File: config.mk
export PLATFORM = sky130hd
export DESIGN_NAME = fpu_pack_arbiter_flat
export DESIGN_NICKNAME = d
export VERILOG_FILES = /design/src/rtl/fpu_pack_arbiter_if.sv /design/src/rtl/fpu_pack_arbiter.sv /design/src/flat_wrapper.sv
export SDC_FILE = /design/constraint.sdc
export NUM_CORES = 1
export LEC_CHECK = 0
export CORE_AREA = 5 5 95 97
export DETAILED_ROUTE_END_ITERATION = 8
export DIE_AREA = 0 0 100 102
export PLACE_DENSITY = 0.93
export SYNTH_ARGS = -nofsm -noshare
export SYNTH_HDL_FRONTEND = slang
export SYNTH_SLANG_ARGS = --single-unit
File: constraint.sdc
create_clock -name clk -period 2.4 [get_ports clk]
set_input_delay 0.72 -clock clk [delete_from_list [all_inputs] [get_ports clk]]
set_output_delay 0.72 -clock clk [all_outputs]
set_load 0.01 [all_outputs]
File: src/rtl/fpu_pack_arbiter_if.sv
// fpu_pack_arbiter_if: unpacked FPU results in, packed writeback result out
interface fpu_pack_arbiter_if #(
  parameter int EXPONENT_WIDTH = 11,
  parameter int SIGNIFICAND_WIDTH = 52
);
  logic [1:0] req_valid;
  logic [1:0] req_ready;
  logic req0_sign;
  logic [EXPONENT_WIDTH-1:0] req0_exponent;
  logic [SIGNIFICAND_WIDTH:0] req0_significand;
  logic req1_sign;
  logic [EXPONENT_WIDTH-1:0] req1_exponent;
  logic [SIGNIFICAND_WIDTH:0] req1_significand;
  logic out_valid;
  logic out_ready;
  logic [EXPONENT_WIDTH+SIGNIFICAND_WIDTH:0] out_fp;
  logic out_src;
  modport master (
    output req_valid, req0_sign, req0_exponent, req0_significand,
           req1_sign, req1_exponent, req1_significand, out_ready,
    input  req_ready, out_valid, out_fp, out_src
  );
  modport slave (
    input  req_valid, req0_sign, req0_exponent, req0_significand,
           req1_sign, req1_exponent, req1_significand, out_ready,
    output req_ready, out_valid, out_fp, out_src
  );
endinterface

File: src/rtl/fpu_pack_arbiter.sv
// fpu_pack_arbiter: round-robin share of one IEEE packing/writeback slot between adder and multiplier
module fpu_pack_arbiter #(
  parameter int EXPONENT_WIDTH = 11,
  parameter int SIGNIFICAND_WIDTH = 52
) (
  input logic clk,
  input logic rst_n,
  fpu_pack_arbiter_if.slave bus
);
  localparam int PACKED_WIDTH = 1 + EXPONENT_WIDTH + SIGNIFICAND_WIDTH;
  logic last_grant;
  logic load_en;
  logic grant;
  logic xfer;
  logic [PACKED_WIDTH-1:0] packed0;
  logic [PACKED_WIDTH-1:0] packed1;
  // rst_n gates load_en so no requester is accepted while held in reset
  always_comb begin
    load_en = rst_n && (!bus.out_valid || bus.out_ready);
    grant = (&bus.req_valid) ? !last_grant : bus.req_valid[1];
    xfer = load_en && |bus.req_valid;
    bus.req_ready = xfer ? (grant ? 2'b10 : 2'b01) : 2'b00;
    packed0 = {bus.req0_sign, bus.req0_exponent, bus.req0_significand[SIGNIFICAND_WIDTH-1:0]};
    packed1 = {bus.req1_sign, bus.req1_exponent, bus.req1_significand[SIGNIFICAND_WIDTH-1:0]};
  end
  always_ff @(posedge clk or negedge rst_n) begin
    if (!rst_n) begin
      bus.out_valid <= 1'b0;
      bus.out_fp <= '0;
      bus.out_src <= 1'b0;
      last_grant <= 1'b1;
    end else if (xfer) begin
      bus.out_valid <= 1'b1;
      bus.out_fp <= grant ? packed1 : packed0;
      bus.out_src <= grant;
      last_grant <= grant;
    end else if (bus.out_ready) begin
      bus.out_valid <= 1'b0;
    end
  end
endmodule

File: src/flat_wrapper.sv
// flat-port wrapper written by rule: the top's interface ports become plain ports
module fpu_pack_arbiter_flat 
#(
  parameter int EXPONENT_WIDTH = 11,
  parameter int SIGNIFICAND_WIDTH = 52
)
  (clk, rst_n, bus_req_valid, bus_req0_sign, bus_req0_exponent, bus_req0_significand, bus_req1_sign, bus_req1_exponent, bus_req1_significand, bus_out_ready, bus_req_ready, bus_out_valid, bus_out_fp, bus_out_src);
  fpu_pack_arbiter_if #(.EXPONENT_WIDTH(EXPONENT_WIDTH), .SIGNIFICAND_WIDTH(SIGNIFICAND_WIDTH)) bus_i ();
  input logic clk;
  input logic rst_n;
  input wire logic [$bits(bus_i.req_valid)-1:0] bus_req_valid;
  input wire logic [$bits(bus_i.req0_sign)-1:0] bus_req0_sign;
  input wire logic [$bits(bus_i.req0_exponent)-1:0] bus_req0_exponent;
  input wire logic [$bits(bus_i.req0_significand)-1:0] bus_req0_significand;
  input wire logic [$bits(bus_i.req1_sign)-1:0] bus_req1_sign;
  input wire logic [$bits(bus_i.req1_exponent)-1:0] bus_req1_exponent;
  input wire logic [$bits(bus_i.req1_significand)-1:0] bus_req1_significand;
  input wire logic [$bits(bus_i.out_ready)-1:0] bus_out_ready;
  output wire logic [$bits(bus_i.req_ready)-1:0] bus_req_ready;
  output wire logic [$bits(bus_i.out_valid)-1:0] bus_out_valid;
  output wire logic [$bits(bus_i.out_fp)-1:0] bus_out_fp;
  output wire logic [$bits(bus_i.out_src)-1:0] bus_out_src;
  assign bus_i.req_valid = bus_req_valid;
  assign bus_i.req0_sign = bus_req0_sign;
  assign bus_i.req0_exponent = bus_req0_exponent;
  assign bus_i.req0_significand = bus_req0_significand;
  assign bus_i.req1_sign = bus_req1_sign;
  assign bus_i.req1_exponent = bus_req1_exponent;
  assign bus_i.req1_significand = bus_req1_significand;
  assign bus_i.out_ready = bus_out_ready;
  assign bus_req_ready = bus_i.req_ready;
  assign bus_out_valid = bus_i.out_valid;
  assign bus_out_fp = bus_i.out_fp;
  assign bus_out_src = bus_i.out_src;
  fpu_pack_arbiter #(.EXPONENT_WIDTH(EXPONENT_WIDTH), .SIGNIFICAND_WIDTH(SIGNIFICAND_WIDTH)) u_core (.clk(clk), .rst_n(rst_n), .bus(bus_i));
endmodule
# After elaboration in Yosys (flattened, before gate mapping)
# Cells that the tools add are included.
totals:
  output_inout_bits: 68
  input_bits: 135
  register_bits: 67
  elab_cells: 18
op_classes:
  reduce_logical: 8
  mux: 6
op_table:
  columns: ["cell", "count"]
  rows:
  - ["2-to-1 mux 64 bit", 1]
  - ["2-to-1 mux 2 bit", 2]
  - ["2-to-1 mux 1 bit", 3]
  - ["logical AND 1 bit", 2]
  - ["zero test 1 bit", 2]
  - ["AND reduction 2 bit", 1]
  - ["nonzero test 2 bit", 1]
  - ["OR reduction 2 bit", 1]
  - ["logical OR 1 bit", 1]

# Logic depth before layout (Yosys ltp)
# Gate-level depths: netlist (run 1).
logic_depth:
  depth_word: 5
  mapped_depth: 5
  ltp_nobuf: 3

# Worst setup path after synthesis (run 1)
# No wires, ideal clock.
synth_path:
  path_kind: "input-to-output"
  start: "input port bus_out_ready"
  end: "output port bus_req_ready[0]"
  path_buffers: 1
  setup_slack_ns: 0.274
  t_required_ns: 1.680
  arrival_ns: 1.406
  stages: 3
  path_cell_list: "nand2b_4 -> o2111a_1 -> buf_1"
synth_between:
  elab_chain_len: 4
synth_rtl:
  columns: ["element", "line", "source"]
  rows:
  - ["start: declaration", "flat_wrapper.sv:18", "input wire logic [$bits(bus_i.out_ready)-1:0] bus_out_ready;"]
  - ["logical OR 1 bit", "fpu_pack_arbiter.sv:19", "load_en = rst_n && (!bus.out_valid || bus.out_ready);"]
  - ["logical AND 1 bit", "fpu_pack_arbiter.sv:19", null]
  - ["logical AND 1 bit", "fpu_pack_arbiter.sv:21", "xfer = load_en && |bus.req_valid;"]
  - ["2-to-1 mux 2 bit", "fpu_pack_arbiter.sv:22", "bus.req_ready = xfer ? (grant ? 2'b10 : 2'b01) : 2'b00;"]
  - ["end: declaration", "flat_wrapper.sv:19", "output wire logic [$bits(bus_i.req_ready)-1:0] bus_req_ready;"]
# Every way passes these cells.

# Worst setup path in the final report (run 1)
layout_path:
  start: "input port bus_req_valid[0]"
  end: "output port bus_req_ready[1]"
layout_between:
  elab_chain_len: 4
  elab_cells_between_ends: 6
  classes_between: "mux (3); reduce/logical (3)"
layout_rtl:
  columns: ["element", "line", "source"]
  rows:
  - ["start: declaration", "flat_wrapper.sv:11", "input wire logic [$bits(bus_i.req_valid)-1:0] bus_req_valid;"]
  - ["AND reduction 2 bit", "fpu_pack_arbiter.sv:20", "grant = (&bus.req_valid) ? !last_grant : bus.req_valid[1];"]
  - ["2-to-1 mux 1 bit", "fpu_pack_arbiter.sv:20", null]
  - ["2-to-1 mux 2 bit", "fpu_pack_arbiter.sv:22", null]
  - ["2-to-1 mux 2 bit *", "fpu_pack_arbiter.sv:22", null]
# Mark *: on every way between the ends. The rest lies on a longest branch, timed or not.

==> impl_results.md, run 1 <==
* Grt total ovfl at 0
* Register-to-Register Path Depth at 3
* Share of the synthesized area in the top cell type at roughly 55%
* Filler cell count in the final layout at 604
* N_diodes at 0
* Post-DRT Antenna Nets at 0
* Hold Crit Class: in -> async
* Synth area leader: dfrtp_1
* Placer Congestion at 0.802
* Post-DP HPWL at 7.78 mm
* Final Net Count at 562
* Power Dens Cells at 697 nW/um2
* Skew final at approximately 0.011 ns
* Setup WS pre-CTS at -0.420 ns
* I/O Buffers at 200
* Commonest non-fill, non-tap cell in the layout: clkdlybuf4s50_1
* Initial antenna violation count at 0
* Max H-tree Level at 3
* Sequential share of the synthesized area at 55.5%
* Core Util, Final at about 66%
* Crit path required time at roughly 1.7 ns
* Mapped Cells at 235
* Leading cell types in the layout, fill and taps excluded: 195 x clkdlybuf4s50_1, 66 x dfrtp_1, 64 x a221o_1
* Core area at between 8000 and 9000 um2
* Via density at about 5.5
* Critical Path Fanout Max at 3
* Routed Wire Length at 11.0 mm
* Top cells by area, synth: dfrtp_1 55%, a221o_1 21%, a21boi_0 15%
* Post-route DRC at 0
* Pre-Repair DR Iteration Count at 4
* Multi-input gate area in the final layout at 1190 um2
* Max Slew Vio Count at 0
* Startpoint Class: input pin
* Clk slew on worst S/H paths at approximately 0.070 ns
* Syn-to-layout area delta at 74.8%
* Distinct cell type count after synthesis at 18
* Via count at between 2k and 3k
* Largest net degree at the start of global routing at 67
* Period utilization at 96.5%
* Die Width at 100 um
* Max Cap Viol at 0
* YS warnings at 0
* Placed insts at 520
* Reg2reg end: u_core.bus.out_fp[51]
* Fmax at 432 MHz
* Clk buf depth at 2
* Io pins at 203
* Die area at between 10000 and 15000 um2
* CTS tree: done
* CP Class: in -> out
* Status: complete, no violations
* Starting Density at 37.5%
* Std cell rows at 33
* Root buffer cell: clkbuf_8
* Post-synthesis instance area at ~3000 um2
* RSZ-0062 raised after global routing: false
* CTS sink cnt at 67
* Post-route setup slack at 0.0840 ns
* Rel. slew slack at 52.5%
* VDD IR max at 0.320 mV
* Syn_area_per_cell at around 13 um2
* P_leak at roughly 2.2 nW
* Num CTS Buffers at 9
* Critical Path AT at 1.60 ns
* First-pass GRT wire length at 16.7 mm
* Worst-margin pin slew at between 0.7 and 0.8 ns
* Sequential cell area at 1680 um2
* Hold Vio Cnt, Final at 0
* Synth Register Bits at 67
* Fin cells at 537
* Final number of setup-violating endpoints at 0
* FF-to-FF setup slack at 0.66 ns
* Share of cells above drive strength 1 at about 6.7%
* Routed len/inst at ~20 um
* Detailed Route Iter0 Violations at 137
* Critical R2R Launch: u_core.last_grant
* Mapped Nets at 370
* All-Layer GR Usage at about a fifth
* Vias in the first global route at 3194
* Crit. End Element: primary output
* Worst-skew pair later-pin latency at 0.32 ns
* Die Ht at 102 um
* Fin crit period at between 2 and 2.5 ns
## power breakdown
part           switching, mW  total (mW)  leakage, nW  internal, mW
Combinational          0.490        1.30         1.24         0.811
Sequential             0.122        1.47        0.826          1.35
Clock                  0.396       0.905       0.0947         0.510
## synth_stat cells
cell and n:
a21oi_1 2, nand2b_4 1, inv_1 2, o21a_2 1, o2111a_1 1, a21boi_0 59
clkbuf_1 15, and4_1 1, nand2_1 2, a21boi_1 5, dfstp_2 1, a221o_1 64
dfrtp_1 66, buf_1 1, nor2_1 2, buf_6 4, buf_2 7, buf_4 1
## how the worst max path moves through the flow
stage,from,endpoint,slack (ns),cells past startpoint
4_1_cts,bus_out_ready,bus_req_ready[1],0.007,4
3_5_place_dp,bus_out_ready,bus_req_ready[1],-0.42,4
3_3_place_gp,bus_out_ready,bus_req_ready[1],-0.38,4
5_1_grt,bus_req_valid[0],bus_req_ready[1],0.05,4
2_1_floorplan,bus_out_ready,bus_req_ready[0],0.27,3
6_report,bus_req_valid[0],bus_req_ready[1],0.08,4
## layer usage
metal	global-route usage, %	part of all wire, %	up-vias
li1	-	-	1336
met1	25.1	39	1445
met2	35.2	49	180
met3	7.51	11	12
met4	6.42	1.2	0
met5	0	0	-
## final cells by class
cell class,instances,area share (%)
Sequential cell,67,31.8
Clock buffer,14,2.89
Clock inverter,2,0.663
Inverter,2,0.142
Multi-Input combinational cell,138,22.6
Tap cell,105,2.49
Timing Repair Buffer,209,39.5
## kinds of logic after synthesis
| kind of cell | after synthesis | share of synthesized area, % |
|---|---|---|
| AND/OR/NAND/NOR | 6 | 1.24 |
| AO/OA/AOI/OAI | 132 | 38.1 |
| flip-flops | 67 | 55.5 |
| buffers and inverters | 30 | 5.13 |
## registers in the layout, indices dropped and copies added, names as in the netlist
register and count:
u_core.last_grant 1, u_core.bus.out_valid 1, u_core.bus.out_src 1, u_core.bus.out_fp 64
## repair_timing
action                                  CTS  global route
buffers inserted                          0             1
endpoints found under the setup margin    2             2
gates resized for setup                   9             4
hold buffers                              0             0
## critical path, stage by stage
cell and delay (ns):
clkdlybuf4s50_1 0.50, nand2_1 0.06, and4_4 0.19, buf_6 0.12
## metrics by stage
step / hold slack (ns) / instance area (um2) / total power, mW / TNS [ns]
4_1_cts: 0.441 / 5260 / 3.72 / 0
5_1_grt: 0.473 / 5280 / 3.87 / 0
3_3_place_gp: 0.479 / 5080 / 2.75 / -1.96
3_5_place_dp: 0.490 / 5080 / 2.79 / -5.13
6_report: 0.458 / 5280 / 3.68 / 0
2_1_floorplan: 0.424 / 3020 / 1.97 / 0
Note: power is estimated with default switching activity, not from simulation.
==> inputs of run 2 (changes only) <==
Settings changed: CAP_MARGIN set to 30.
==> results of run 2 <==
The final DEF is identical to that of run 1; final timing and power are the same.
==> inputs of run 3 (changes only) <==
Settings changed: MAX_ROUTING_LAYER set to met4, TNS_END_PERCENT set to 10.
==> impl_results.md, run 3 (synthesized netlist as in run 1, its figures left out) <==
* Status: complete, no violations
* Setup WS pre-CTS at -0.420 ns (unchanged)
* Period utilization at 96.4% (about the same)
* P_leak at 2.16 nW (unchanged)
* Crit. End Element: primary output
* Die Ht at 102 um (unchanged)
* Max Slew Vio Count at 0 (unchanged)
* Top reg by flops: u_core.bus.out_fp
* Skew final at 0.0124 ns (+0.00102 ns)
* CTS sink cnt at 67 (unchanged)
* Worst-margin pin slew at 0.727 ns (+0.0147 ns)
* Leading cell types in the layout, fill and taps excluded: 195 x clkdlybuf4s50_1, 66 x dfrtp_1, 64 x a221o_1
* Die Width at 100 um (unchanged)
* Hold Crit Class: in -> async
* Initial antenna violation count at 0 (unchanged)
* Pre-Repair DR Iteration Count at 4 (unchanged)
* Max FFs per register at 64 (unchanged)
* Fmax at 432 MHz (about the same)
* TNS Setup at 0 ns (unchanged)
* Post-route DRC at 0 (unchanged)
* Syn-to-layout area delta at 74.8% (unchanged)
* Clk buf depth at 2 (unchanged)
* CP Class: in -> out
* Share of cells above drive strength 1 at 6.71% (unchanged)
* Root buffer cell: clkbuf_8
* VDD IR max at 0.322 mV (+0.59%)
* Post-DRT Antenna Nets at 0 (unchanged)
* Max Cap Viol at 0 (unchanged)
* Max H-tree Level at 3 (unchanged)
* Grt total ovfl at 0 (unchanged)
* DP Area at 5080 um2 (unchanged)
* Io pins at 203 (unchanged)
* Final number of setup-violating endpoints at 0 (unchanged)
* Largest net degree at the start of global routing at 67 (unchanged)
* Std cell rows at 33 (unchanged)
* Critical Path Fanout Max at 3 (unchanged)
* I/O Buffers at 200 (unchanged)
* Startpoint Class: input pin
* Placed insts at 520 (unchanged)
* Core Util, Final at 65.6% (unchanged)
* Via density at 5.54 (+0.13%)
* Critical Path AT at 1.59 ns (about the same)
* Vias in the first global route at 3197 (+0.094%)
* Worst-skew pair later-pin latency at 0.32 ns (about the same)
* N_diodes at 0 (unchanged)
* Via count at 2977 (+0.13%)
* Routed len/inst at 20.4 um (-0.46%)
* Placer Congestion at 0.814 (+1.4%)
* Detailed Route Iter0 Violations at 136 (-0.73%)
* Commonest non-fill, non-tap cell in the layout: clkdlybuf4s50_1
* Final Net Count at 562 (unchanged)
* Crit path required time at 1.68 ns (about the same)
* Final Cell Area at 5280 um2 (unchanged)
* Die area at 10200 um2 (unchanged)
* CP peak stage delay at 0.50 ns (about the same)
* Rel. slew slack at 51.5% (-0.98 points)
* Power Dens Cells at 696 nW/um2 (about the same)
* All-Layer GR Usage at 21.5% (+0.65 points)
* RSZ-0062 raised after global routing: false
* Clk slew on worst S/H paths at 0.07 ns (about the same)
* Fin crit period at 2.31 ns (-0.00213 ns)
* First-pass GRT wire length at 16.8 mm (about the same)
* Num CTS Buffers at 9 (unchanged)
* Fin cells at 537 (unchanged)
* Sequential cell area at 1680 um2 (unchanged)
* Starting Density at 37.5% (unchanged)
* CTS tree: done
* Hold Vio Cnt, Final at 0 (unchanged)
* Core area at 8050 um2 (unchanged)
* Routed Wire Length at 10.9 mm (-0.46%)
* Filler cell count in the final layout at 604 (unchanged)
* Multi-input gate area in the final layout at 1190 um2 (unchanged)
* Post-DP HPWL at 7.78 mm (unchanged)
* CP max-delay cell: clkdlybuf4s50_1
* Worst-path cell chain: clkdlybuf4s50_1 -> nand2_1 -> and4_4 -> buf_6
* Post-route setup slack at 0.0861 ns (+0.00213 ns)
[run 3: cell counts in the layout (fill, tap and decap cells not counted)]
No cell type changed its count.
[run 3: worst max-delay path, delay by kind of cell]
family / cells / cell delay, ns
buf+inv: 2 / 0.62
simple gates: 2 / 0.25
[run 3: per-layer routing]
layer / up-vias / global-route usage [%] / part of all wire (%)
li1: 1333 / - / -
met3: 12 / 6.62 / 10
met4: 0 / 6.42 / 1.2
met5: - / - / 0
met1: 1462 / 25.7 / 40
met2: 170 / 35.1 / 49
[run 3: where the power goes]
group | internal (mW) | leakage (nW) | total [mW] | switching (mW)
registers | 1.35 | 0.826 | 1.47 | 0.121
logic | 0.811 | 1.24 | 1.30 | 0.488
clock network | 0.510 | 0.0947 | 0.905 | 0.396
[run 3: area by class of cell]
class / count / area share [%]
inverters: 2 / 0.142
well taps: 105 / 2.49
multi-input cells: 138 / 22.6
clock buffers: 14 / 2.89
repair buffers: 209 / 39.5
clock inverters: 2 / 0.663
flip-flops and latches: 67 / 31.8
[run 3: path summary, 6_finish.rpt]
check                              startpoint               endpoint  slack, ns  depth (start not counted)
max                          bus_req_valid[0]       bus_req_ready[1]       0.09                          4
min                                     rst_n  u_core.bus.out_fp[60]       0.46                          2
max reg2reg                 u_core.last_grant  u_core.bus.out_fp[51]       0.65                          3
min reg2reg                u_core.bus.out_src     u_core.bus.out_src       0.50                          2
max in group asynchronous               rst_n      u_core.last_grant       1.54                          2
min in group clk           u_core.bus.out_src     u_core.bus.out_src       0.50                          2
[run 3: stage by stage]
step,power [mW],hold WS [ns]
after global placement,2.75,0.479
final,3.68,0.457
after detailed placement,2.79,0.490
after CTS,3.72,0.441
after floorplan,1.97,0.424
after global routing,3.87,0.473
[run 3: timing repair]
action                                  CTS  global route
gates cloned                              0             0
hold buffers                              0             0
gates resized for setup                   9             4
hold endpoints to repair                  0             0
endpoints found under the setup margin    2             2
setup buffers                             0             1
==> edit (settings of run 1) <==
Make the reset (`rst_n`) synchronous in one clocked block.
--- a/src/rtl/fpu_pack_arbiter.sv
+++ b/src/rtl/fpu_pack_arbiter.sv
@@ -23,7 +23,7 @@
     packed0 = {bus.req0_sign, bus.req0_exponent, bus.req0_significand[SIGNIFICAND_WIDTH-1:0]};
     packed1 = {bus.req1_sign, bus.req1_exponent, bus.req1_significand[SIGNIFICAND_WIDTH-1:0]};
   end
-  always_ff @(posedge clk or negedge rst_n) begin
+  always_ff @(posedge clk) begin
     if (!rst_n) begin
       bus.out_valid <= 1'b0;
       bus.out_fp <= '0;
Behaviour: differs if rst_n is asserted again (counterexample within 4 cycles, from zero or initial values and one cycle with rst_n low); with rst_n held inactive, the same outputs for 10 cycles.
==> edit against run 1 <==
Power down 18%. Setup slack better by 0.069 ns. Combinational power down 36%. Clock skew down 0.0030 ns. Die area unchanged. Area after synthesis up 0.46%. Routed wire length up 4.7%. Design area up 1.2%. Sequential cell count unchanged.
==> edit: results (changes against run 1) <==
| Metric | Value |
|---|---|
| FF+latch area | 0.001341 mm² (-20%) |
| Final-layout non-clock buffer area share | 40.94% (+1.5 points) |
| Slew @ Worst Pin | 0.4450 ns (-0.2678 ns) |
| Post-synth cell types | 19 (+1) |
| Sequential share of cell area | 25.11% (-6.7 points) |
| Post-Syn Instances | 382 (+63%) |
| Synth top cells by count | 129 x nand2_1, 67 x dfxtp_1, 66 x a21oi_1, 64 x a311oi_1, 17 x buf_2 |
| Nets@finish | 706 (+26%) |
| FFs w/ async S/R, synth | 0% (-100 points) |
| Non-CTS buffers | 219 (+4.8%) |
| Cell total after placement | 663 (+28%) |
| Multi-input gate area | 0.001481 mm² (+24%) |
| Largest net degree at the start of global routing | 42 (-37%) |
| Dpl cell area | 0.005131 mm² (+1.1%) |
| Seq/Total Area, Yosys | 44.19% (-11 points) |
| Final Wtd Congestion | 0.8224 (+2.5%) |
| Clk cell area share | 3.630% (+0.076 points) |
| Pre-antenna DRT Iters | 4 (unchanged) |
| Seq cells | 67 (unchanged) |
| HP Class | flip-flop to flip-flop |
| Layout cells sized above 1 | 7.130% (+0.42 points) |
| DRT iter0 DRCs | 218 (+59%) |
| Post-Place Worst Slack | -0.5318 ns (-0.1119 ns) |
| WL/cell | 16.91 µm (-17%) |
| Total GRT Usage | 21.57% (+0.72 points) |
| Crit Path Max Fanout | 4 (+1) |
| DP HPWL | 8407 µm (+8.0%) |
| Largest cells by area after synthesis | dfxtp_1 44%, a311oi_1 18%, nand2_1 16%, a21oi_1 11%, buf_2 2.8% |
| Routed via count | 3668 (+23%) |
| Count of multi-input gates | 272 (+97%) |
| Vias in the first global route | 3640 (+14%) |
| Clock Skews | 0.008353 ns (-0.002981 ns) |
| Leakage | 2.018 nW (-6.7%) |
| Status | finished, final reports clean |
| Reg2Reg Depth | 5 (+2) |
| Syn Nets | 517 (+40%) |
## edit: power breakdown
part           switching, mW  total (mW)  internal [mW]
clock network          0.404       0.935          0.531
logic                  0.357       0.836          0.479
registers             0.0509        1.26           1.21
total                  0.811        3.03           2.22
## edit: repair_timing
item | 4_1_cts | 5_1_grt
resized for setup | 12 | 2
pin swaps | 0 | 0
hold endpoints to repair | 0 | 0
setup endpoints to repair | 2 | 2
buffers inserted | 1 | 1
## edit: final timing paths
check	startpoint	end	slack [ns]
max	bus_req_valid[0]	bus_req_ready[1]	0.15
min	u_core.bus.out_src$_SDFFE_PN0P_	u_core.bus.out_src$_SDFFE_PN0P_	0.50
max reg2reg	u_core.last_grant$_SDFFE_PN1P_	u_core.bus.out_fp[49]$_SDFFE_PN0P_	0.88
min reg2reg	u_core.bus.out_src$_SDFFE_PN0P_	u_core.bus.out_src$_SDFFE_PN0P_	0.50
## edit: per-layer routing
metal	routed length (µm)	vias up	GRT usage (%)
met4	223	0	8.394
met3	921	20	5.392
met1	4570	1712	25.94
li1	-	1757	-
met5	0	-	0
met2	5781	179	37.20
## edit: kinds of logic (layout without fill, tap and decap cells)
| logic type | count (synthesis) | after routing | synth area share, % |
|---|---|---|---|
| and+or+nand+nor | 136 | 136 | 17.15 |
| DFF | 67 | 67 | 44.19 |
| AOI/OAI and AO/OA | 136 | 136 | 30.79 |
| buffers and inverters | 43 | 236 | 7.873 |
## edit: worst max-delay path, cell delays in order
cell and delay, ns:
dlygate4sd2_1 0.29, o21a_2 0.24, nand3_2 0.09, inv_1 0.04, buf_2 0.13
